==> src/rtl/serial_csel_adder.sv <==
// serial_csel_adder
//   Bit-serial adder that consumes the operands two bits per clock. Each
//   2-bit slice is evaluated twice in parallel (carry-in 0 and carry-in 1)
//   and the stored running carry picks the correct result (carry-select).
//   A result appears WIDTH/2 edges after the operands are accepted.
//
// Ports
//   clk        : clock, all state updates on the rising edge
//   rst_n      : asynchronous active-low reset
//   in_valid   : operand set presented on a/b/cin
//   in_ready   : block accepts operands this cycle (IDLE only)
//   a, b       : WIDTH-bit addends
//   cin        : carry into bit 0
//   out_valid  : result held on sum/cout/ovf (DONE only)
//   out_ready  : consumer takes the result
//   sum        : low WIDTH bits of a+b+cin
//   cout       : carry out of bit WIDTH-1
//   ovf        : two's-complement overflow
//   busy       : operation in progress or result waiting (RUN or DONE)
module serial_csel_adder #(
  parameter int WIDTH = 8
) (
  input  logic             clk,
  input  logic             rst_n,
  input  logic             in_valid,
  output logic             in_ready,
  input  logic [WIDTH-1:0] a,
  input  logic [WIDTH-1:0] b,
  input  logic             cin,
  output logic             out_valid,
  input  logic             out_ready,
  output logic [WIDTH-1:0] sum,
  output logic             cout,
  output logic             ovf,
  output logic             busy
);

  localparam int NSL = WIDTH / 2;
  localparam int KW  = (NSL > 1) ? $clog2(NSL) : 1;
  localparam logic [KW-1:0] LAST_K = KW'(NSL - 1);

  typedef enum logic [1:0] {
    ST_IDLE = 2'd0,
    ST_RUN  = 2'd1,
    ST_DONE = 2'd2
  } state_t;

  state_t           r_state;
  state_t           w_state_nxt;
  logic [WIDTH-1:0] r_a;
  logic [WIDTH-1:0] r_b;
  logic [WIDTH-1:0] r_sum;
  logic             r_cout;
  logic             r_ovf;
  logic             r_carry;
  logic [KW-1:0]    r_k;

  logic [1:0]       w_a_sl;
  logic [1:0]       w_b_sl;
  logic [3:0]       w_res0;
  logic [3:0]       w_res1;
  logic [3:0]       w_sel;

  // Two-bit ripple chain; returns {carry out, carry into bit 1, s1, s0}.
  // The middle carry is needed because on the top slice it is the carry
  // into the sign bit, which the overflow rule depends on.
  function automatic logic [3:0] slice_add(input logic [1:0] x,
                                           input logic [1:0] y,
                                           input logic       c);
    logic s0, s1, c1, c2;
    s0 = x[0] ^ y[0] ^ c;
    c1 = (x[0] & y[0]) | (x[0] & c) | (y[0] & c);
    s1 = x[1] ^ y[1] ^ c1;
    c2 = (x[1] & y[1]) | (x[1] & c1) | (y[1] & c1);
    return {c2, c1, s1, s0};
  endfunction

  assign w_a_sl = r_a[{r_k, 1'b0} +: 2];
  assign w_b_sl = r_b[{r_k, 1'b0} +: 2];
  assign w_res0 = slice_add(w_a_sl, w_b_sl, 1'b0);
  assign w_res1 = slice_add(w_a_sl, w_b_sl, 1'b1);
  assign w_sel  = r_carry ? w_res1 : w_res0;

  assign in_ready  = (r_state == ST_IDLE);
  assign out_valid = (r_state == ST_DONE);
  assign busy      = (r_state == ST_RUN) || (r_state == ST_DONE);
  assign sum       = r_sum;
  assign cout      = r_cout;
  assign ovf       = r_ovf;

  // State register.
  always_ff @(posedge clk or negedge rst_n) begin
    if (!rst_n) begin
      r_state <= ST_IDLE;
    end else begin
      r_state <= w_state_nxt;
    end
  end

  // Next-state decode.
  always_comb begin
    w_state_nxt = r_state;
    case (r_state)
      ST_IDLE: begin
        if (in_valid) begin
          w_state_nxt = ST_RUN;
        end else begin
          w_state_nxt = ST_IDLE;
        end
      end
      ST_RUN: begin
        if (r_k == LAST_K) begin
          w_state_nxt = ST_DONE;
        end else begin
          w_state_nxt = ST_RUN;
        end
      end
      ST_DONE: begin
        if (out_ready) begin
          w_state_nxt = ST_IDLE;
        end else begin
          w_state_nxt = ST_DONE;
        end
      end
      default: w_state_nxt = ST_IDLE;
    endcase
  end

  // Operand capture, per-slice sum/carry update and final flag load.
  // Results are left untouched in IDLE so a taken result stays visible
  // until the next acceptance clears it.
  always_ff @(posedge clk or negedge rst_n) begin
    if (!rst_n) begin
      r_a     <= '0;
      r_b     <= '0;
      r_sum   <= '0;
      r_cout  <= 1'b0;
      r_ovf   <= 1'b0;
      r_carry <= 1'b0;
      r_k     <= '0;
    end else begin
      case (r_state)
        ST_IDLE: begin
          if (in_valid) begin
            r_a     <= a;
            r_b     <= b;
            r_carry <= cin;
            r_k     <= '0;
            r_sum   <= '0;
            r_cout  <= 1'b0;
            r_ovf   <= 1'b0;
          end
        end
        ST_RUN: begin
          r_sum[{r_k, 1'b0} +: 2] <= w_sel[1:0];
          r_carry                 <= w_sel[3];
          if (r_k == LAST_K) begin
            // k is left at its last value rather than wrapping.
            r_cout <= w_sel[3];
            r_ovf  <= w_sel[3] ^ w_sel[2];
          end else begin
            r_k <= r_k + KW'(1);
          end
        end
        default: begin
        end
      endcase
    end
  end

endmodule

==> config.mk <==
export PLATFORM = sky130hd
export DESIGN_NAME = serial_csel_adder
export DESIGN_NICKNAME = d
export VERILOG_FILES = /design/src/rtl/serial_csel_adder.sv
export SDC_FILE = /design/constraint.sdc
export NUM_CORES = 1
export LEC_CHECK = 0
export ABC_AREA = 1
export CAP_MARGIN = 20
export CORE_MARGIN = 1.5
export CORE_UTILIZATION = 54
export CTS_CLUSTER_SIZE = 12
export DETAILED_ROUTE_END_ITERATION = 8
export PLACE_DENSITY = 0.95
export SYNTH_ARGS = -nofsm -noshare
export SYNTH_HDL_FRONTEND = slang
export SYNTH_SLANG_ARGS = --single-unit
==> constraint.sdc <==
create_clock -name clk -period 4 [get_ports clk]
set_clock_uncertainty 0.1 [all_clocks]
set_input_delay 1 -clock clk [delete_from_list [all_inputs] [get_ports clk]]
set_output_delay 1 -clock clk [all_outputs]
set_load 0.01 [all_outputs]
# ---- After elaboration in Yosys (flattened, before gate mapping)
# Cells that the tools add are included.
dict set report op_classes {
  shift 4
  add_sub_neg 2
  bitwise_logic 18
  n_mux 18
  n_reduce_logical 7
  eq_ne 6
}
# op n
set ops {}
lappend ops {{8-bit one-hot mux with 2 select lines} 1}
lappend ops {{8-bit by 4-bit indexed part select with 2-bit output} 2}
lappend ops {{8-bit bitwise mux} 1}
lappend ops {{2-bit two-way mux} 4}
lappend ops {{8-bit two-way mux} 1}
lappend ops {{2-bit by 5-bit variable shift with 8-bit output (first input constant)} 1}
lappend ops {{2-bit by 5-bit indexed part select with 8-bit output} 1}
lappend ops {{1-bit bitwise AND} 6}
lappend ops {{1-bit OR} 6}
lappend ops {{1-bit one-hot mux with 2 select lines} 3}
lappend ops {{2-bit one-hot mux with 3 select lines} 1}
lappend ops {{3-bit AND reduction} 2}
lappend ops {{1-bit two-way mux} 5}
lappend ops {{3-bit negator with 5-bit output} 1}
lappend ops {{1-bit bitwise XOR} 5}
lappend ops {{2-bit equality test (second input constant)} 2}
lappend ops {{4-bit two-way mux} 1}
lappend ops {{2-bit != test (second input constant)} 2}
lappend ops {{2-bit one-hot mux with 2 select lines} 1}
lappend ops {{2-bit AND reduction} 2}
lappend ops {{2-bit by 1-bit adder with 2-bit output (second input constant)} 1}
lappend ops {{2-bit by 1-bit equality test with 1-bit output (second input constant)} 1}
lappend ops {{2-bit zero test} 1}
lappend ops {{2-bit by 1-bit != test with 1-bit output (second input constant)} 1}
lappend ops {{other kinds (3)} 3}
dict set report word_totals {
  elab_cells 63
  reg_bits 31
  input_bits 21
  output_inout_bits 13
}

# ---- Depth between registers and ports, before layout
# Gate-level depths: netlist (run 1).
dict set report depth {
  ltp_word 11
  mapped_depth 12
  ltp_nobuf 11
}

# ---- Worst setup path after synthesis (run 1)
# No wires, ideal clock.
dict set report synth_timing {
  path_kind {flip-flop to flip-flop}
  from {register r_k[0]}
  to {register r_sum[3] (netlist: sum[3])}
  required_ps 3817
  slack_ps 2109
  setup_time_ps 83
  path_stages_with_launch 12
  n_path_buf 1
  arrival_ps 1709
  period_less_slack_ps 1891
  path_cell_list {dfrtp_1 > inv_1 > buf_4 > nand2_1 > a32oi_1 > inv_1 > ha_1 > nand2_1 > o21ai_1 > xnor2_1 > nand3_1 > o21ai_0}
}
dict set report synth_via {
  elab_chain_cells 9
  word_cells_on_any_way 16
  classes_between {add/sub (1); shift (4); mux (3); bitwise (8)}
}
# item line
set synth_lines {}
lappend synth_lines {{from (decl)} 56} ;# logic [KW-1:0] r_k;
lappend synth_lines {{from (signal assigned)} 162} ;# r_k <= r_k + KW'(1);
lappend synth_lines {{8-bit by 4-bit indexed part select with 2-bit output (on tied branches)} {78, 79}}
lappend synth_lines {{1-bit bitwise AND} 72} ;# c1 = (x[0] & y[0]) | (x[0] & c) | (y[0] & c);
lappend synth_lines {{1-bit OR (2 in a row)} 72}
lappend synth_lines {{1-bit bitwise XOR} 73} ;# s1 = x[1] ^ y[1] ^ c1;
lappend synth_lines {{4-bit two-way mux} 82} ;# assign w_sel = r_carry ? w_res1 : w_res0;
lappend synth_lines {{2-bit by 5-bit indexed part select with 8-bit output} 155} ;# r_sum[{r_k, 1'b0} +: 2] <= w_sel[1:0];
lappend synth_lines {{8-bit bitwise mux *} 155}
lappend synth_lines {{8-bit one-hot mux with 2 select lines *} 142} ;# case (r_state)
lappend synth_lines {{to (signal, indexed assignment)} 155}
lappend synth_lines {{to (decl)} 52} ;# logic [WIDTH-1:0] r_sum;
# Mark *: on every way between the ends. The rest lies on a longest branch, timed or not.
# A chain may end at the register's enable or synchronous reset.

# ---- Worst setup path after layout (run 1)
dict set report layout_timing {
  from {register r_state[0]}
  to {output in_ready}
}
dict set report layout_via {
  elab_chain_cells 1
}
# item line
set layout_lines {}
lappend layout_lines {{from (decl)} 48} ;# state_t r_state;
lappend layout_lines {{from (signal assigned)} 96} ;# r_state <= w_state_nxt;
lappend layout_lines {{2-bit zero test} 84} ;# assign in_ready = (r_state == ST_IDLE);
lappend layout_lines {{to (decl)} 26} ;# output logic in_ready,
# Every way passes these cells.

==> results of run 1 <==
==> metal layers <==
layer	global-route usage, %	part of all wire [%]	vias up
met5	0	0	-
met4	6.98	1.1	0
met3	4.08	3.4	6
met2	36.9	53	37
met1	22.3	42	586
li1	-	-	612
==> worst max-delay path, stage by stage (launching register included) <==
cell	delay (ns)
dfrtp_1	0.41
inv_1	0.09
ha_1	0.29
clkdlybuf4s50_1	0.58
==> power by group through the flow <==
| stage | clock network [mW] | logic [mW] | registers [mW] |
|---|---|---|---|
| CTS | 0.176 | 0.893 | 0.548 |
| global placement | 0 | 0.849 | 0.544 |
| detailed placement | 0 | 0.887 | 0.553 |
| global route | 0.190 | 0.996 | 0.567 |
| floorplan | 0 | 0.659 | 0.530 |
| finish | 0.170 | 0.892 | 0.547 |
==> state kept, by name (all words and copies together), names as in the netlist <==
register	flops
r_a	8
r_b	8
sum	8
r_k	2
r_state	2
cout	1
ovf	1
r_carry	1
==> area by class of cell <==
class                      count  area, µm²
clock inverter                 3       15.0
tap                           31       38.8
fill                         215        787
timing repair buffer          34        338
inverter                      20       75.1
sequential                    31        776
clock buffer                   5       37.5
multi-input combinational    108        714
==> cells by family (layout without fill, tap and decap cells) <==
kind of cell / Yosys count / count (layout) / synth area share (%)
AO/OA/AOI/OAI: 25 / 25 / 9.36
XOR/XNOR: 2 / 2 / 1.10
adder cells (fa/ha/maj): 11 / 11 / 8.65
buffers and inverters: 23 / 62 / 6.37
flip-flops: 31 / 31 / 48.7
multiplexers: 16 / 16 / 11.3
AND/OR/NAND/NOR: 54 / 54 / 14.5
==> worst paths after layout <==
| kind | start | to | slack (ns) | cells past startpoint |
|---|---|---|---|---|
| max | r_state[0] | in_ready | 1.20 | 3 |
| max in group asynchronous | rst_n | r_b[4] | 2.56 | 2 |
| max reg2reg | r_k[0] | sum[3] | 1.48 | 10 |
| min reg2reg | ovf | ovf | 0.39 | 2 |
| min in group asynchronous | rst_n | r_a[3] | 0.95 | 2 |
| min | ovf | ovf | 0.39 | 2 |
==> cell usage after synthesis (all sizes together) <==
cell     n  area, µm²
a21oi    8       40.0
or2      1       6.26
dfrtp   31        776
a32oi    2       17.5
buf      3       26.3
o31ai    1       7.51
ha      11        138
nor2     5       18.8
o21ai   12       71.3
xnor2    2       17.5
nand4    2       12.5
nand2   36        143
inv     19       71.3
clkinv   1       3.75
nand3   10       50.1
o22ai    2       12.5
mux2    16        180
==> key figures, run 1 <==
Global route
  – Vias in the first global route: about 1200
  – Gr usage total: 19.8%
  – First-pass GRT wire length: a little over 5000 µm
  – Initial antenna violation count: 0
  – GR Overflow Total: 0
  – Largest net degree at the start of global routing: 32

Critical path
  – Critical path type: reg2out
  – Startpoint Class: flop
  – Worst-path maximum fanout: 3
  – Critical path endpoint category: output pin
  – Crit path arrival time: approximately 1.7 ns
  – WP data required: approximately 2.9 ns

Run
  – Maxcap violations: 0

Pwr
  – Leakage power total: 0.939 nW
  – Power, Total: between 1.5 and 2 mW
  – Internal: approximately 0.9 mW
  – Logic pwr share: between 50 and 60%
  – Peak VDD IR: between 0.0005 and 0.0006 V
  – P_sw: about 0.70 mW
  – Clk pwr share: 10.6%
  – PD cells: ~810 nW/µm²
  – Switching part of the total: between 40% and 50%
  – Sequential power share: 34.0%

Drt
  – Routed wire length: just under 3000 µm
  – Drt drc: 0
  – Wire per inst: 12.6 µm
  – Avg Vias per Cell: between 5 and 6
  – First-pass DRT Iterations: 4
  – Via count: roughly 1200
  – 1st-iter DRT viols: 27
  – Final ANT Viol Nets: 0

Layout
  – Final non-filler cell total: ~230
  – Area Growth Syn to Fin: 25.3%
  – Fin util: around 72%
  – Most frequent cells in the layout: nand2_1, clkdlybuf4s50_1, dfrtp_1
  – Most common cell after layout, fill and taps aside: nand2_1
  – Final Instance Area: 1990 µm²
  – Ant diodes: 0
  – Share of cells above drive strength 1: 14.4%
  – Nets: between 200 and 250

CTS
  – CTS tree: done
  – # Post-CTS Setup Buffers: 0
  – CTS Sinks: 31
  – CTS Hold Bufs: 0
  – Worst skew pair latency: 0.33 ns
  – Clk buf depth: 2
  – H-tree lvl count: 2
  – Worst-path clk slew: 0.09 ns
  – CTS Buf Count: 5
  – Cells resized by post-CTS repair: 0
  – Root Buffer: clkbuf_4

Floorplanning
  – Die area: about 3300 µm²
  – Io pins: 34
  – Initial core utilization: between 50% and 60%
  – Die span in x: 57.3 µm
  – Chip height: roughly 57 µm
  – Row Count: 19
  – Placeable Area: 2780 µm²

Logic synthesis
  – Post-synth net total: about 190
  – Average size of a mapped cell: ~10 µm²
  – Sequential cell area fraction in the yosys report: about half
  – Post-synth cell types: 22
  – Synthesis Warnings: 0
  – Synthesized flop and latch total: 31
  – Syn Std Cell Area: between 1500 and 2000 µm²
  – Cell count after synthesis: 162

STA
  – Final setup viols: 0
  – Tightest Pin Transition: between 0.4 and 0.5 ns
  – RSZ-0062 raised after global routing: false
  – Fmax: between 300 and 400 MHz
  – Endpoints failing hold: 0
  – Worst Hold Slack: between 0.3 and 0.4 ns
  – Final cycle utilization of the critical path: between 60% and 70%
  – Relative slew slack: between 60% and 70%
  – Slew Limit Fails: 0
  – Post-route setup slack: between 1 and 1.5 ns
  – TNS Setup: 0 ns
  – Crit path time final: roughly 2.8 ns

Hold path
  – HP Class: reg2reg

Placement
  – Cells after DPL: 224
  – GP Congestion: between 0.8 and 0.9
  – DP HPWL: 2290 µm
  – PortBufs: 33
  – Pre-CTS setup slack: about 1.5 ns
  – Area after DPL: ~2000 µm²

Run status
  – Status: finished, final reports clean
(Power assumes the default switching activity.)
==> inputs of run 2 (changes only) <==
--- a/config.mk
+++ b/config.mk
@@ -8,10 +8,10 @@
 export ABC_AREA = 1
 export CAP_MARGIN = 20
 export CORE_MARGIN = 1.5
-export CORE_UTILIZATION = 54
+export CORE_UTILIZATION = 45
 export CTS_CLUSTER_SIZE = 12
 export DETAILED_ROUTE_END_ITERATION = 8
-export PLACE_DENSITY = 0.95
+export PLACE_DENSITY = 0.86
 export SYNTH_ARGS = -nofsm -noshare
 export SYNTH_HDL_FRONTEND = slang
 export SYNTH_SLANG_ARGS = --single-unit
==> constraint.sdc (replaced) <==
create_clock -name clk -period 2.5 [get_ports clk]
set_clock_uncertainty 0.1 [all_clocks]
set_input_delay 0.625 -clock clk [delete_from_list [all_inputs] [get_ports clk]]
set_output_delay 0.625 -clock clk [all_outputs]
set_load 0.01 [all_outputs]
==> run 2 against run 1 <==
Effect of this change: first-iteration DRC count increased by 63%; register-to-register slack got worse by 1.1 ns; global-route usage decreased by 2.5 points; largest cell class unchanged.
==> key figures, run 2 (synthesized netlist as in run 1, its figures left out) <==
Run status
  – Status: finished, final reports clean

Drt
  – Drt drc: 0
  – Avg Vias per Cell: roughly 5
  – 1st-iter DRT viols: 44
  – Final ANT Viol Nets: 0
  – Routed wire length: ~2800 µm
  – First-pass DRT Iterations: 4
  – Wire per inst: between 10 and 15 µm
  – Via count: around 1200

Pwr
  – Peak VDD IR: about 0.00056 V
  – Power, Total: 2.62 mW
  – Sequential power share: about 32%
  – Clk pwr share: 12.6%
  – Leakage power total: around 0.95 nW
  – Internal: roughly 1.5 mW
  – Switching part of the total: between 40% and 50%
  – PD cells: roughly 1300 nW/µm²
  – P_sw: 1.09 mW
  – Logic pwr share: 55.2%

Global route
  – Gr usage total: roughly 17%
  – Vias in the first global route: between 1000 and 1500
  – Initial antenna violation count: 0
  – First-pass GRT wire length: roughly 5200 µm
  – Largest net degree at the start of global routing: 32
  – GR Overflow Total: 0

Layout
  – Ant diodes: 0
  – Share of cells above drive strength 1: between 10% and 20%
  – Filler cells: 314
  – Area Growth Syn to Fin: 28.1%
  – Most common cell after layout, fill and taps aside: nand2_1
  – Final Instance Area: around 2000 µm²
  – Nets: between 200 and 250
  – Final non-filler cell total: 248
  – Most frequent cells in the layout: nand2_1, clkdlybuf4s50_1, dfrtp_1
  – Fin util: around 61%

Floorplanning
  – Io pins: 34
  – Die span in x: about 62 µm
  – Row Count: 21
  – Die area: a little under 4000 µm²
  – Placeable Area: between 3000 and 4000 µm²
  – Initial core utilization: 47.3%
  – Chip height: around 62 µm

STA
  – Crit path time final: 2.39 ns
  – Endpoints failing hold: 0
  – Relative slew slack: 75.1%
  – Final cycle utilization of the critical path: between 90% and 100%
  – Tightest Pin Transition: around 0.37 ns
  – Final setup viols: 0
  – Fmax: approximately 420 MHz
  – RSZ-0062 raised after global routing: false
  – Slew Limit Fails: 0
  – TNS Setup: 0 ns

Hold path
  – HP Class: reg2reg

Critical path
  – WP data required: 1.77 ns
  – Critical path type: reg2out
  – Worst-path maximum fanout: 3
  – Crit path arrival time: around 1.7 ns
  – Critical path endpoint category: output pin
  – Startpoint Class: flop

CTS
  – # Post-CTS Setup Buffers: 0
  – Cells resized by post-CTS repair: 0
  – H-tree lvl count: 2
  – CTS tree: done
  – CTS Sinks: 31
  – Clk buf depth: 2
  – CTS Buf Count: 5
  – CTS Hold Bufs: 0
  – Worst-path clk slew: 0.09 ns
  – Worst skew pair latency: between 0.3 and 0.4 ns
  – Root Buffer: clkbuf_4

Placement
  – GP Congestion: 0.829
  – DP HPWL: 2210 µm
  – Area after DPL: about 2000 µm²
  – Cells after DPL: 240
  – PortBufs: 33

Run
  – Maxcap violations: 0
[run 2: changes by cell type in the layout (fill, tap and decap cells not counted)]
cell,delta
ha_2,+1
clkinv_2,-3
clkbuf_8,+2
buf_4,+1
clkbuf_1,+1
ha_1,-1
[run 2: worst paths after layout]
kind,end,from,slack [ns],cells after the start
max in group asynchronous,ovf,rst_n,1.47,2
min in group asynchronous,r_k[1],rst_n,0.56,2
hold / removal,cout,cout,0.39,2
setup / recovery,in_ready,r_state[0],0.11,3
hold reg to reg,cout,cout,0.39,2
setup reg to reg,sum[3],r_k[0],0.41,10
[run 2: power groups by stage]
stage               combinational [mW]  clock (mW)  sequential (mW)
floorplan                         1.05           0            0.848
global route                      1.65       0.364            0.873
global placement                  1.41           0            0.851
detailed placement                1.44           0            0.856
CTS                               1.45       0.345            0.845
finish                            1.45       0.331            0.843
[run 2: cell type report]
type | instances | area, µm² | share of cell area [%]
timing repair buffer | 35 | 345 | 16.9
tap | 46 | 57.6 | 2.82
sequential | 31 | 776 | 38.0
multi-input combinational | 108 | 717 | 35.2
clock buffer | 8 | 68.8 | 3.37
inverter | 20 | 75.1 | 3.68
[run 2: worst max-delay path, cell delays in order (launching register included)]
cell             delay, ns
dfrtp_1               0.41
inv_1                 0.10
ha_2                  0.25
clkdlybuf4s50_1       0.56
[run 2: metal layers]
metal / GRT usage (%) / wire length [µm] / part of all wire, % / up-vias
li1: - / - / - / 615
met1: 19.8 / 1270 / 45 / 557
met2: 28.6 / 1360 / 48 / 30
met3: 4.50 / 117 / 4.1 / 9
met4: 11.1 / 95 / 3.3 / 0
met5: 0 / 0 / 0 / -
[run 2: metrics by stage]
step | setup slack (ns) | hold WS, ns
4_1_cts | 0.0234 | 0.390
5_1_grt | 0.0429 | 0.434
3_3_place_gp | 0.406 | 0.363
2_1_floorplan | 0.609 | 0.229
6_report | 0.114 | 0.395
3_5_place_dp | 0.404 | 0.367
==> inputs of run 3 (changes only) <==
--- a/config.mk
+++ b/config.mk
@@ -7,10 +7,11 @@
 export LEC_CHECK = 0
 export ABC_AREA = 1
 export CAP_MARGIN = 20
-export CORE_MARGIN = 1.5
+export CORE_MARGIN = 8
 export CORE_UTILIZATION = 45
 export CTS_CLUSTER_SIZE = 12
 export DETAILED_ROUTE_END_ITERATION = 8
+export HOLD_SLACK_MARGIN = 0.03
 export PLACE_DENSITY = 0.86
 export SYNTH_ARGS = -nofsm -noshare
 export SYNTH_HDL_FRONTEND = slang
==> run 3 against run 2 <==
Effect of this change: register-to-register slack got worse by 0.07 ns; utilization unchanged; sequential power is 1% higher; critical endpoint unchanged.
==> key figures, run 3 (synthesized netlist as in run 1, its figures left out) <==
Drt
  – First-pass DRT Iterations: 4
  – Final ANT Viol Nets: 0
  – Via count: ~1200
  – Drt drc: 0
  – Wire per inst: 13.3 µm
  – Avg Vias per Cell: 4.98
  – Routed wire length: 3290 µm
  – 1st-iter DRT viols: 73

Floorplanning
  – Row Count: 21
  – Placeable Area: 3360 µm²
  – Die area: around 5700 µm²
  – Initial core utilization: 47.3%
  – Chip height: 75.5 µm
  – Io pins: 34
  – Die span in x: roughly 75 µm

Run status
  – Status: finished, final reports clean

Global route
  – Largest net degree at the start of global routing: 32
  – Gr usage total: a little over an eighth
  – GR met1 Demand/Resource: ~15%
  – Top Usage Layer GRT: met2
  – Met2 track demand over resource: about 23%
  – M3 GR Usage: roughly 5.7%
  – GR Overflow Total: 0
  – Initial antenna violation count: 0
  – First-pass GRT wire length: 5640 µm
  – Vias in the first global route: 1316

Critical path
  – WP data required: approximately 1.8 ns
  – Highest-delay cell along the critical path: clkdlybuf4s50_1
  – CP delay by family, top: buffers and inverters
  – Startpoint Class: flop
  – Crit path arrival time: between 1.5 and 2 ns
  – FF-to-FF setup slack: between 0.3 and 0.4 ns
  – CP peak stage delay: roughly 0.56 ns
  – Critical R2R Launch: r_k[0]
  – Critical path endpoint category: output pin
  – FF-to-FF path depth: 10
  – Bufs and invs on worst path: 2
  – R2R Path End: sum[3]
  – Worst-path maximum fanout: 3
  – Crit-path cells: inv_1 -> ha_2 -> clkdlybuf4s50_1
  – Critical path type: reg2out

STA
  – Fmax: 424 MHz
  – Final setup viols: 0
  – TNS Setup: 0 ns
  – Endpoints failing hold: 0
  – Final cycle utilization of the critical path: between 90% and 100%
  – RSZ-0062 raised after global routing: false
  – Crit path time final: ~2.4 ns
  – Tightest Pin Transition: ~0.37 ns
  – Relative slew slack: roughly three quarters
  – Slew Limit Fails: 0

Pwr
  – Power, Total: around 2.7 mW
  – Switching part of the total: between 40% and 50%
  – Clk pwr share: roughly an eighth
  – Sequential power share: 32.2%
  – Internal: 1.53 mW
  – P_sw: between 1 and 1.5 mW
  – PD cells: around 1300 nW/µm²
  – Peak VDD IR: 0.000588 V
  – Leakage power total: 0.946 nW
  – Logic pwr share: approximately 56%

Layout
  – Most common cell after layout, fill and taps aside: nand2_1
  – Share of cells above drive strength 1: between 10% and 20%
  – Most frequent cells in the layout: nand2_1, clkdlybuf4s50_1, dfrtp_1
  – Area Growth Syn to Fin: 28.1%
  – Nets: approximately 230
  – Final non-filler cell total: around 250
  – Ant diodes: 0

CTS
  – Worst skew pair latency: around 0.33 ns
  – CTS tree: done
  – H-tree lvl count: 2
  – CTS Sinks: 31
  – CTS Hold Bufs: 0
  – CTS Buf Count: 5
  – Clk buf depth: 2
  – Worst-path clk slew: 0.09 ns
  – Root Buffer: clkbuf_4

Hold path
  – Worst Hold Launch: ovf
  – HP Class: reg2reg
  – Hold depth: 2
  – Worst Hold End: ovf

Run
  – Maxcap violations: 0

Placement
  – GP Congestion: 0.903
  – PortBufs: 33
  – Cells after DPL: 240
  – DP HPWL: 2660 µm
run 3: cell counts in the layout (fill, tap and decap cells not counted):
Identical to the previous run, type by type.
run 3: layout make-up:
| cell class | count | area, µm² |
|---|---|---|
| clock buffer | 8 | 68.8 |
| fill | 312 | 1320 |
| inverter | 20 | 75.1 |
| multi-input combinational | 108 | 717 |
| sequential | 31 | 776 |
| tap | 46 | 57.6 |
| timing repair buffer | 35 | 345 |
run 3: repair_timing:
item | CTS | global route
setup buffers | 0 | 0
resized for setup | 0 | 1
endpoints found under the setup margin | 0 | 1
run 3: worst reg2reg max path: stages (launching register included):
cell and delay [ns]:
dfrtp_1 0.38, inv_1 0.27, nand2_1 0.09, a32oi_1 0.25, inv_1 0.07, ha_1 0.19, nand2_1 0.06, o21ai_1 0.11
xnor2_1 0.27, nand3_1 0.13, o21ai_0 0.16
run 3: worst max-delay path by stage:
stage	endpoint	slack, ns	cells past startpoint	start
after floorplan	sum[3]	0.61	11	r_k[0]
final	in_ready	0.14	3	r_state[0]
after global placement	sum[0]	0.41	6	in_valid
after detailed placement	sum[3]	0.35	10	r_k[0]
after CTS	in_ready	0.06	3	r_state[0]
after global routing	in_ready	0.05	3	r_state[0]
run 3: power by group through the flow:
stage	clock network, mW	registers (mW)	logic (mW)
finish	0.326	0.855	1.48
detailed placement	0	0.867	1.47
CTS	0.333	0.856	1.47
global placement	0	0.849	1.43
global route	0.355	0.882	1.65
floorplan	0	0.848	1.05
run 3: routing by layer:
| metal | up-vias | routed length [µm] | part of all wire [%] |
|---|---|---|---|
| li1 | 616 | - | - |
| met5 | - | 0 | 0 |
| met2 | 30 | 1630 | 49 |
| met1 | 586 | 1460 | 44 |
| met3 | 2 | 192 | 5.8 |
| met4 | 0 | 8 | 0.24 |
run 3: metrics by stage:
stage / util, % / setup WS, ns / hold WS [ns] / cell area (µm²)
6_report: 60.6 / 0.141 / 0.390 / 2040
5_1_grt: 60.6 / 0.0512 / 0.433 / 2040
4_1_cts: 60.6 / 0.0644 / 0.396 / 2040
3_5_place_dp: 58.5 / 0.353 / 0.373 / 1970
3_3_place_gp: 58.5 / 0.411 / 0.365 / 1970
2_1_floorplan: - / 0.609 / 0.229 / 1590
